[config.mk]
export PLATFORM = sky130hd
export DESIGN_NAME = icache_direct_flat
export DESIGN_NICKNAME = d
export VERILOG_FILES = /design/src/rtl/icache_direct_if.sv /design/src/rtl/icache_direct.sv /design/src/flat_wrapper.sv
export SDC_FILE = /design/constraint.sdc
export NUM_CORES = 1
export LEC_CHECK = 0
export CAP_MARGIN = 40
export CORE_ASPECT_RATIO = 0.8
export CORE_MARGIN = 2
export CORE_UTILIZATION = 50
export DETAILED_ROUTE_END_ITERATION = 10
export GPL_TIMING_DRIVEN = 0
export PLACE_DENSITY_LB_ADDON = 0.08
export SKIP_CTS_REPAIR_TIMING = 1
export SLEW_MARGIN = 20
export SYNTH_ARGS = -nofsm -noshare
export SYNTH_HDL_FRONTEND = slang
export SYNTH_SLANG_ARGS = --single-unit
[constraint.sdc]
create_clock -name clock -period 12.9 [get_ports clock]
set_input_delay 1.29 -clock clock [delete_from_list [all_inputs] [get_ports clock]]
set_output_delay 1.29 -clock clock [all_outputs]
set_load 0.01 [all_outputs]
[src/rtl/icache_direct_if.sv]
// Purpose : CPU-fetch and instruction-memory signal bundle for icache_direct.
// Latency : none, wires only.
// Backpressure: busywait stalls the CPU; mem_busywait stalls the cache's block fetch.
// Ports   : read/pc/instruction/busywait (CPU side), mem_read/mem_address/mem_readdata/mem_busywait (memory side).
// Modports: slave = the cache, master = the environment (CPU fetch stage + instruction memory).
interface icache_direct_if;
  logic         read;
  logic [9:0]   pc;
  logic [31:0]  instruction;
  logic         busywait;
  logic         mem_read;
  logic [5:0]   mem_address;
  logic [127:0] mem_readdata;
  logic         mem_busywait;

  modport slave (
    input  read, pc, mem_readdata, mem_busywait,
    output instruction, busywait, mem_read, mem_address
  );

  modport master (
    output read, pc, mem_readdata, mem_busywait,
    input  instruction, busywait, mem_read, mem_address
  );
endinterface

[src/rtl/icache_direct.sv]
// Purpose : direct-mapped read-only instruction cache, 16-byte lines, 6-bit block address space.
// Latency : hit 0 stall cycles; miss stalls for detect + MEM_READ cycles + 1 UPDATE cycle, then retries.
// Backpressure: busywait holds the CPU on a miss; MEM_READ waits for mem_busywait to fall.
// Ports   : clock, reset (async active-low), bus (icache_direct_if.slave),
//           hit_count/miss_count only when ICACHE_STATS_EN is defined.
// Option  : ICACHE_STATS_EN adds saturating 16-bit hit and miss counters.
module icache_direct #(
  parameter int NUM_BLOCKS = 8,
  parameter int HIT_DELAY  = 1
) (
  input  logic           clock,
  input  logic           reset,
  icache_direct_if.slave bus
`ifdef ICACHE_STATS_EN
  ,
  output logic [15:0]    hit_count,
  output logic [15:0]    miss_count
`endif
);
  localparam int INDEX_W = $clog2(NUM_BLOCKS);
  localparam int TAG_W   = 6 - INDEX_W;

  typedef enum logic [1:0] {IDLE, MEM_READ, UPDATE} state_e;

  state_e                state_q, state_d;
  logic [5:0]            miss_addr_q, miss_addr_d;
  logic [NUM_BLOCKS-1:0] valid_q;
  logic [TAG_W-1:0]      tag_q  [NUM_BLOCKS];
  logic [127:0]          data_q [NUM_BLOCKS];

  logic [INDEX_W-1:0]    pc_idx, fill_idx;
  logic [TAG_W-1:0]      pc_tag, fill_tag;
  logic [1:0]            pc_word;
  logic                  hit;
  logic                  install;
  logic                  unused_bits;

  // HIT_DELAY only shapes simulation timing in the original model; the byte
  // offset is irrelevant for word fetches.
  assign unused_bits = ^{bus.pc[1:0], HIT_DELAY};

  assign pc_word  = bus.pc[3:2];
  assign pc_idx   = bus.pc[3+INDEX_W:4];
  assign pc_tag   = bus.pc[9:4+INDEX_W];
  assign fill_idx = miss_addr_q[INDEX_W-1:0];
  assign fill_tag = miss_addr_q[5:INDEX_W];

  assign hit             = valid_q[pc_idx] && (tag_q[pc_idx] == pc_tag);
  assign bus.instruction = hit ? data_q[pc_idx][{pc_word, 5'b0} +: 32] : 32'h0;

  always_comb begin
    state_d         = state_q;
    miss_addr_d     = miss_addr_q;
    install         = 1'b0;
    bus.mem_read    = 1'b0;
    bus.busywait    = 1'b0;
    // Holds the latched miss block, which is 0 out of reset and stays valid
    // through UPDATE so a level-sensitive memory keeps readdata stable.
    bus.mem_address = miss_addr_q;
    unique case (state_q)
      IDLE: begin
        // State is forced to IDLE while reset is low; gating with reset keeps
        // the CPU stall low during reset even if a miss is presented.
        bus.busywait = reset && bus.read && !hit;
        if (bus.read && !hit) begin
          miss_addr_d = bus.pc[9:4];
          state_d     = MEM_READ;
        end
      end
      MEM_READ: begin
        bus.mem_read = 1'b1;
        bus.busywait = 1'b1;
        // MEM_READ is always entered on a clock edge, so the first possible
        // exit edge is a full cycle later, past the combinational rise of
        // mem_busywait in response to mem_read.
        if (!bus.mem_busywait) state_d = UPDATE;
      end
      UPDATE: begin
        bus.busywait = 1'b1;
        install      = 1'b1;
        state_d      = IDLE;
      end
      default: state_d = IDLE;
    endcase
  end

  always_ff @(posedge clock or negedge reset) begin
    if (!reset) begin
      state_q     <= IDLE;
      miss_addr_q <= 6'd0;
      valid_q     <= '0;
    end else begin
      state_q     <= state_d;
      miss_addr_q <= miss_addr_d;
      if (install) valid_q[fill_idx] <= 1'b1;
    end
  end

  // Tag and data arrays carry no reset; valid_q alone decides a hit.
  always_ff @(posedge clock) begin
    if (install) begin
      tag_q[fill_idx]  <= fill_tag;
      data_q[fill_idx] <= bus.mem_readdata;
    end
  end

`ifdef ICACHE_STATS_EN
  logic [15:0] hit_cnt_q, miss_cnt_q;

  always_ff @(posedge clock or negedge reset) begin
    if (!reset) begin
      hit_cnt_q  <= 16'd0;
      miss_cnt_q <= 16'd0;
    end else begin
      if (state_q == IDLE && bus.read && hit && hit_cnt_q != 16'hFFFF)
        hit_cnt_q <= hit_cnt_q + 16'd1;
      if (state_q == IDLE && state_d == MEM_READ && miss_cnt_q != 16'hFFFF)
        miss_cnt_q <= miss_cnt_q + 16'd1;
    end
  end

  assign hit_count  = hit_cnt_q;
  assign miss_count = miss_cnt_q;
`endif
endmodule

[src/flat_wrapper.sv]
// flat-port wrapper written by rule: the top's interface ports become plain ports
module icache_direct_flat 
#(
  parameter int NUM_BLOCKS = 8,
  parameter int HIT_DELAY  = 1
)
  (clock, reset, bus_read, bus_pc, bus_mem_readdata, bus_mem_busywait, bus_instruction, bus_busywait, bus_mem_read, bus_mem_address);
  icache_direct_if bus_i ();
  input  logic clock;
  input  logic reset;
  input wire logic [$bits(bus_i.read)-1:0] bus_read;
  input wire logic [$bits(bus_i.pc)-1:0] bus_pc;
  input wire logic [$bits(bus_i.mem_readdata)-1:0] bus_mem_readdata;
  input wire logic [$bits(bus_i.mem_busywait)-1:0] bus_mem_busywait;
  output wire logic [$bits(bus_i.instruction)-1:0] bus_instruction;
  output wire logic [$bits(bus_i.busywait)-1:0] bus_busywait;
  output wire logic [$bits(bus_i.mem_read)-1:0] bus_mem_read;
  output wire logic [$bits(bus_i.mem_address)-1:0] bus_mem_address;
  assign bus_i.read = bus_read;
  assign bus_i.pc = bus_pc;
  assign bus_i.mem_readdata = bus_mem_readdata;
  assign bus_i.mem_busywait = bus_mem_busywait;
  assign bus_instruction = bus_i.instruction;
  assign bus_busywait = bus_i.busywait;
  assign bus_mem_read = bus_i.mem_read;
  assign bus_mem_address = bus_i.mem_address;
  icache_direct #(.NUM_BLOCKS(NUM_BLOCKS), .HIT_DELAY(HIT_DELAY)) u_core (.clock(clock), .reset(reset), .bus(bus_i));
endmodule
==> results_dict.tcl, run 1 <==
set metrics [dict create \
    mappedNetlistArea_mm2 0.0406 \
    dr.pass1.iters 7 \
    netlist_instances 1697 \
    fin_nets 2241 \
    antenna_left 0 \
    preCtsSetupSlack_ns 6.21 \
    ys_types 28 \
    grt_pass1_wl_mm 139 \
    start_util_pct 50.5 \
    synth_area_leaders "edfxtp_1 (77%), mux4_2 (16%), a211oi_1 (1.1%)" \
    synth_top_area_share_pct 77.4 \
    core.rowCount 93 \
    fp.dieW_um 323 \
    clk_path_buf_depth 3 \
    drtIter0Drc 2177 \
    routed_wl_mm 96.2 \
    hold_viol 0 \
    power_density_mw_per_mm2 163 \
    endpoint "bus_instruction[10]" \
    outcome "finished clean" \
    total_power_w 0.00797 \
    htree_levels 3 \
    finClkSkew_ns 0.0221 \
    slew_viol_final 0 \
    drcViolationCount 0 \
    clkSlewWorstSetupHoldPaths_ns 0.06 \
    die_h_um 259 \
    timing.rr.start "u_core.state_q[0]" \
    core_mm2 0.0805 \
    rsz0062_at_grt "no" \
    ir_drop_v 0.000124 \
    tightest_slew_ns 0.863 \
    vias 19400 \
    cts_root_buf "clkbuf_16" \
    final_common_cell "edfxtp_1" \
    synth_area_per_cell_um2 23.9 \
    grt_max_degree 21 \
    final_cell_mix "edfxtp_1 (1048), mux4_2 (296), clkdlybuf4s50_1 (176)" \
    critPathLaunch "bus_pc[4]" \
    cp_max_fo 10 \
    maxCapViolations 0 \
    r2r_setup_slack_ns 9.89 \
    cts_sinks 1064 \
    areaGrowthSynthToFinish_pct 20.1 \
    synth-seq-cells 1064 \
    finalCriticalPeriod_ns 6.69 \
    gr-total-overflow 0 \
    min_from "u_core.valid_q[6]" \
    setup_viol 0 \
    crit_required_ns 11.61 \
    worstSetupPathType "input pin to output pin" \
    slew_headroom_pct 42.5 \
    fin_crit_sh_pct 51.9 \
    post_route_cells_drive_above_1_share_pct 28.1 \
    r2r_cells 11 \
    die_area_mm2 0.0836 \
    grt_pass1_vias 19900 \
    end_kind "output pin" \
    cp-start-kind "input pin" \
    portBuffers 176 \
    ys.warnings.count 0 \
    ioPinCount 182 \
    grt_antenna_before_repair 18 \
    r2r-end "u_core.data_q[0][125]" \
    cts_tree "built" \
    hold_class "flip-flop to flip-flop" \
    insertion_delay_ns 0.67 \
    cts_buffers 102 \
    setup_slack_ns 6.21 \
    hpwl_mm 66.2 \
    gp_congestion 0.755 \
    grt.total_usage_pct 23.6 \
    avgViaCountPerCell 5.91 \
    synth.largest_area_cell "edfxtp_1" \
    avgRoutedWirePerCell_um 29.4 \
    arrival_ns 5.40 \
    leakagePower_nw 15.5 \
    synth_seq_area_share_pct 78.4 \
    clock.fmax_ghz 0.149 \
    synth_nets 1843 \
]
-- kinds of logic after synthesis --
logic type               share of synthesized area [%]
AO/OA/AOI/OAI                                     1.62
XOR/XNOR                                        0.0647
adder cells (fa/ha/maj)                          0.123
buffers and inverters                             1.08
flip-flops                                        78.4
multiplexers                                      17.5
AND/OR/NAND/NOR                                   1.16
-- worst min-delay path by stage --
stage	to	depth (start not counted)
detailed placement	u_core.valid_q[6]	1
global placement	u_core.valid_q[2]	1
finish	u_core.valid_q[6]	1
global route	u_core.valid_q[0]	1
CTS	u_core.valid_q[6]	1
floorplan	u_core.valid_q[2]	1
-- report_power, final --
| part | total, W | switching (W) | internal, W |
|---|---|---|---|
| Combinational | 0.000914 | 0.000503 | 0.000411 |
| Clock | 0.00286 | 0.00123 | 0.00163 |
| Sequential | 0.00419 | 0.0000752 | 0.00412 |
-- critical path, cell delays in order --
cell	delay [ns]
clkdlybuf4s50_1	0.57
buf_6	0.22
buf_2	0.49
buf_2	0.52
mux4_2	0.58
mux4_2	0.54
a21oi_1	0.51
nor2_1	0.14
clkdlybuf4s50_1	0.52
-- metrics by stage --
| step | instances | utilization (%) | cell area (um2) | setup TNS (ns) | hold WS, ns |
|---|---|---|---|---|---|
| after floorplan | 1697 | - | 40600 | 0 | 0.434 |
| after global placement | 2965 | 54.4 | 43800 | -1914.87 | 0.446 |
| after detailed placement | 3075 | 56.5 | 45500 | 0 | 0.453 |
| after CTS | 3262 | 60.5 | 48700 | 0 | 0.469 |
| after global routing | 3277 | 60.6 | 48800 | 0 | 0.486 |
| final | 3277 | 60.6 | 48800 | 0 | 0.466 |
-- flip-flops by register name, summed over array words and instances, names as in the netlist --
name	flops
u_core.data_q	1024
u_core.tag_q	24
u_core.valid_q	8
u_core.bus.mem_address	6
u_core.state_q	2
-- cell usage after synthesis --
library cell  count
buf_1             1
inv_1             2
nor2b_1          31
a21oi_1          33
a21boi_0          1
nor3_1            2
nand2b_1          3
mux4_2          296
or2_2             8
nor2_1           40
edfxtp_1       1048
nand4_2           1
nand3_1           1
a41oi_1           1
nand2_1           3
buf_6             1
mux2_2            7
xor2_1            3
clkbuf_1         56
mux2i_1          38
nand3_2           1
o32a_1            1
dfrtp_1          16
ha_1              4
buf_2            26
buf_4            10
a211oi_1         62
and3b_1           1
-- metal layers --
metal  vias up  GRT usage [%]  part of all wire, %
met5         -              0                 0.13
li1       8118              -                    -
met4        20           6.74                  2.4
met1     10400           33.8                   42
met3       147           5.39                  7.1
met2       656           36.8                   48
-- cell type report --
class / instances / area [um2]
Clock buffer: 138 / 2790
Antenna cell: 7 / 17.5
Inverter: 2 / 7.51
Timing Repair Buffer: 294 / 3550
Buffer: 94 / 434
Multi-Input combinational cell: 537 / 8380
Fill cell: 5710 / 31700
Clock inverter: 49 / 388
Sequential cell: 1064 / 31900
Tap cell: 1092 / 1370
Note: power is estimated with default switching activity, not from simulation.
==> inputs of run 2 (changes only) <==
==> constraint.sdc (replaced) <==
create_clock -name clock -period 6.3 [get_ports clock]
set_input_delay 0.63 -clock clock [delete_from_list [all_inputs] [get_ports clock]]
set_output_delay 0.63 -clock clock [all_outputs]
set_load 0.01 [all_outputs]
==> results_dict.tcl, run 2 (synthesized netlist as in run 1, its figures left out) <==
set metrics [dict create \
    outcome "finished clean" \
    end_kind "output pin" \
    maxCapViolations 0 \
    cts_root_buf "clkbuf_16" \
    stdcell_area_mm2 0.0492 \
    slew_viol_final 0 \
    die_area_mm2 0.0836 \
    cts_tree "built" \
    preCtsSetupSlack_ns 0.970 \
    fin_nets 2226 \
    busiest_layer "met2" \
    max_stage_delay_ns 0.58 \
    insertion_delay_ns 0.67 \
    placed_area_mm2 0.0456 \
    largest_register "u_core.data_q" \
    grt_antenna_before_repair 17 \
    cts_buffers 103 \
    ir_drop_v 0.000229 \
    hold_class "input pin to async pin" \
    dr.pass1.iters 5 \
    crit_required_ns 5.67 \
    finalCriticalPeriod_ns 5.29 \
    power_density_mw_per_mm2 341 \
    seq_area_mm2 0.0319 \
    antenna_left 0 \
    gp_congestion 0.773 \
    hpwl_mm 65.6 \
    crit_family "buffers and inverters" \
    drcViolationCount 0 \
    critPathLaunch "bus_pc[4]" \
    grtUsageMet2_pct 36.5 \
    rsz0062_at_grt "no" \
    final_cell_mix "edfxtp_1 (1048), mux4_2 (296), clkdlybuf4s50_1 (176)" \
    portBuffers 176 \
    fp.dieW_um 323 \
    cp_max_fo 10 \
    grt_util_met3_pct 5.67 \
    start_util_pct 50.5 \
    avgViaCountPerCell 5.86 \
    finClkSkew_ns 0.0220 \
    setup_slack_ns 1.01 \
    slowest_stage "clkdlybuf4s50_1" \
    die_h_um 259 \
    total_power_w 0.0168 \
    grt_max_degree 21 \
    cp-start-kind "input pin" \
    cts_sinks 1064 \
    htree_levels 3 \
    post_route_cells_drive_above_1_share_pct 28.4 \
    setup_viol 0 \
    timing.rr.start "u_core.tag_q[7][1]" \
    leakagePower_nw 15.6 \
    met1_usage_pct 33.9 \
    worstSetupPathType "input pin to output pin" \
    tightest_slew_ns 0.884 \
    areaGrowthSynthToFinish_pct 21.1 \
    final_common_cell "edfxtp_1" \
    gr-total-overflow 0 \
    grt_pass1_vias 19500 \
    clock.fmax_ghz 0.189 \
    grt.total_usage_pct 23.3 \
    core_mm2 0.0805 \
    fin_crit_sh_pct 84.0 \
    nFillCells 5604 \
    clkSlewWorstSetupHoldPaths_ns 0.07 \
    core.rowCount 93 \
    routed_wl_mm 95.9 \
    multi_input_area_mm2 0.00840 \
    grt_pass1_wl_mm 138 \
    ioPinCount 182 \
    hold_viol 0 \
    top_regs "u_core.data_q x1024, u_core.tag_q x24, u_core.valid_q x8" \
    path_buf_inv 5 \
    drtIter0Drc 2147 \
    vias 19100 \
    hold_ws_ns 0.223 \
    path_cells "clkdlybuf4s50_1, buf_6, buf_2, buf_2, mux4_2, mux4_2, a21oi_1, nor2_1, clkdlybuf4s50_1" \
    clk_path_buf_depth 3 \
    slew_headroom_pct 41.1 \
    arrival_ns 4.66 \
    avgRoutedWirePerCell_um 29.3 \
    largest_reg_flops 1024 \
]
==> run 2: where the power goes <==
part / total [W] / switching, W / internal [W]
sequential: 0.00859 / 0.000159 / 0.00843
combinational: 0.00190 / 0.00104 / 0.000860
clock: 0.00629 / 0.00259 / 0.00370
==> run 2: through the flow <==
step	util, %	setup TNS, ns	cells
2_1_floorplan	-	-446.47	1697
3_3_place_gp	54.4	-6881.66	2965
3_5_place_dp	56.6	0	3058
4_1_cts	60.9	0	3254
5_1_grt	61.1	0	3266
6_report	61.1	0	3267
==> run 2: final cells by class <==
cell class              count  area share [%]
clock inverters            68            1.42
well taps                1092            2.78
multi-input cells         537            17.1
diodes                      4          0.0203
repair buffers            278            7.40
clock buffers             128            5.65
inverters                   2          0.0153
flip-flops and latches   1064            64.8
plain buffers              94           0.882
==> run 2: final timing paths <==
| kind | to | slack, ns | cells past startpoint |
|---|---|---|---|
| worst max register to register | u_core.bus.mem_address[1] | 3.61 | 6 |
| worst max-delay path | bus_instruction[10] | 1.01 | 9 |
| max in group asynchronous | u_core.valid_q[6] | 5.66 | 2 |
| min in group clock | u_core.valid_q[7] | 0.46 | 1 |
| worst min register to register | u_core.valid_q[7] | 0.46 | 1 |
| worst min-delay path | u_core.state_q[0] | 0.22 | 1 |
==> run 2: per-layer routing <==
layer	routed length, um	share of wire (%)
met5	129	0.13
met2	46100	48
met3	6880	7.2
met1	41200	43
met4	1610	1.7
==> inputs of run 3 (changes only) <==
==> constraint.sdc (replaced) <==
create_clock -name clock -period 4.98 [get_ports clock]
set_input_delay 0.498 -clock clock [delete_from_list [all_inputs] [get_ports clock]]
set_output_delay 0.498 -clock clock [all_outputs]
set_load 0.01 [all_outputs]
==> results_dict.tcl, run 3 (synthesized netlist as in run 1, its figures left out) <==
set metrics [dict create \
    p_sw_w 0.00479 \
    drcViolationCount 0 \
    clock.fmax_ghz 0.209 \
    final_common_cell "edfxtp_1" \
    hold_class "input pin to async pin" \
    ir_drop_v 0.000291 \
    grt_max_degree 21 \
    avgRoutedWirePerCell_um 29.4 \
    antenna_left 0 \
    arrival_ns 4.29 \
    worstSetupPathType "input pin to output pin" \
    combPwrFrac_pct 11.4 \
    hold_viol 0 \
    fin_crit_sh_pct 96.1 \
    power_density_mw_per_mm2 431 \
    p_sw_share_pct 22.5 \
    tns_ns 0 \
    end_kind "output pin" \
    slew_headroom_pct 42.0 \
    start_util_pct 50.5 \
    tightest_slew_ns 0.870 \
    critPathLaunch "bus_pc[4]" \
    hpwl_mm 65.6 \
    portBuffers 176 \
    vias 19200 \
    setup_viol 0 \
    largest_reg_flops 1024 \
    grt.total_usage_pct 23.3 \
    rsz0062_at_grt "no" \
    insertion_delay_ns 0.67 \
    grt_pass1_vias 19500 \
    crit_required_ns 4.48 \
    clkPwrFrac_pct 37.4 \
    grt_antenna_before_repair 15 \
    areaGrowthSynthToFinish_pct 21.2 \
    cp_max_fo 10 \
    dr.pass1.iters 7 \
    cts_sinks 1064 \
    finClkSkew_ns 0.0221 \
    timing.rr.start "u_core.state_q[0]" \
    die_h_um 259 \
    outcome "finished clean" \
    largest_register "u_core.data_q" \
    post_route_cells_drive_above_1_share_pct 28.6 \
    cts_buffers 103 \
    final_cell_mix "edfxtp_1 (1048), mux4_2 (296), clkdlybuf4s50_1 (176)" \
    gr-total-overflow 0 \
    slew_viol_final 0 \
    leakagePower_nw 15.6 \
    placed_area_mm2 0.0456 \
    avgViaCountPerCell 5.87 \
    finalCriticalPeriod_ns 4.78 \
    gp_congestion 0.773 \
    routed_wl_mm 96.0 \
    total_power_w 0.0212 \
    core_mm2 0.0805 \
    cts_root_buf "clkbuf_16" \
    fin_nets 2226 \
    maxCapViolations 0 \
    cp-start-kind "input pin" \
    fp.dieW_um 323 \
    cts_tree "built" \
    htree_levels 3 \
    core.rowCount 93 \
    top_regs "u_core.data_q x1024, u_core.tag_q x24, u_core.valid_q x8" \
    die_area_mm2 0.0836 \
    clkSlewWorstSetupHoldPaths_ns 0.06 \
    stdcell_area_mm2 0.0492 \
    clk_path_buf_depth 3 \
    drtIter0Drc 2189 \
    internal_power_w 0.0164 \
    ioPinCount 182 \
    seqPwrFrac_pct 51.2 \
    grt_pass1_wl_mm 138 \
]
[run 3: cell count changes in the layout (fill, tap and decap cells not counted), sizes merged]
cell	delta
buf	-6
clkbuf	+6
diode	+1
[run 3: worst paths after layout]
path | slack (ns) | end | cells past startpoint
min reg2reg | 0.47 | u_core.valid_q[4] | 1
max | 0.20 | bus_instruction[25] | 9
max reg2reg | 2.32 | u_core.data_q[0][95] | 8
max in group asynchronous | 4.47 | u_core.valid_q[6] | 2
min | 0.09 | u_core.state_q[0] | 1
min in group clock | 0.47 | u_core.valid_q[4] | 1
[run 3: through the flow]
stage                     worst slack [ns]  instances  util, %  hold slack, ns
final                                0.196       3268     61.2          0.0918
after CTS                           -0.117       3254     60.9           0.272
after global placement               -8.65       2965     54.4           0.446
after global routing                0.0827       3266     61.1          0.0879
after floorplan                      -1.94       1697        -           0.202
after detailed placement           -0.0857       3058     56.6           0.451
[run 3: power groups by stage]
stage / clock, W / sequential, W / combinational [W]
after global routing: 0.00842 / 0.0109 / 0.00256
after detailed placement: 0 / 0.0111 / 0.00242
after CTS: 0.00809 / 0.0109 / 0.00243
after floorplan: 0 / 0.0112 / 0.00112
final: 0.00794 / 0.0109 / 0.00241
after global placement: 0 / 0.0114 / 0.00202
[run 3: final cells by class]
type	count	area, um2
clock inverter	68	701
clock buffer	128	2780
multi-input combinational	537	8420
tap	1092	1370
timing repair buffer	278	3640
antenna	5	12.5
inverter	2	7.51
sequential	1064	31900
fill	5599	31300
buffer	94	450
[run 3: metal layers]
| metal | GRT usage, % | wire (um) | part of all wire [%] | up-vias |
|---|---|---|---|---|
| met1 | 33.9 | 41000 | 43 | 10300 |
| met2 | 36.5 | 46100 | 48 | 663 |
| li1 | - | - | - | 8101 |
| met3 | 5.67 | 7190 | 7.5 | 135 |
| met5 | 0 | 129 | 0.13 | - |
| met4 | 5.03 | 1590 | 1.7 | 22 |
[run 3: critical path, cell delays in order]
cell,delay [ns]
clkdlybuf4s50_1,0.58
buf_6,0.23
mux4_2,0.53
mux2i_1,0.19
xor2_1,0.25
nand4_4,0.36
clkbuf_1,0.42
nor2_1,0.55
clkdlybuf4s50_1,0.65
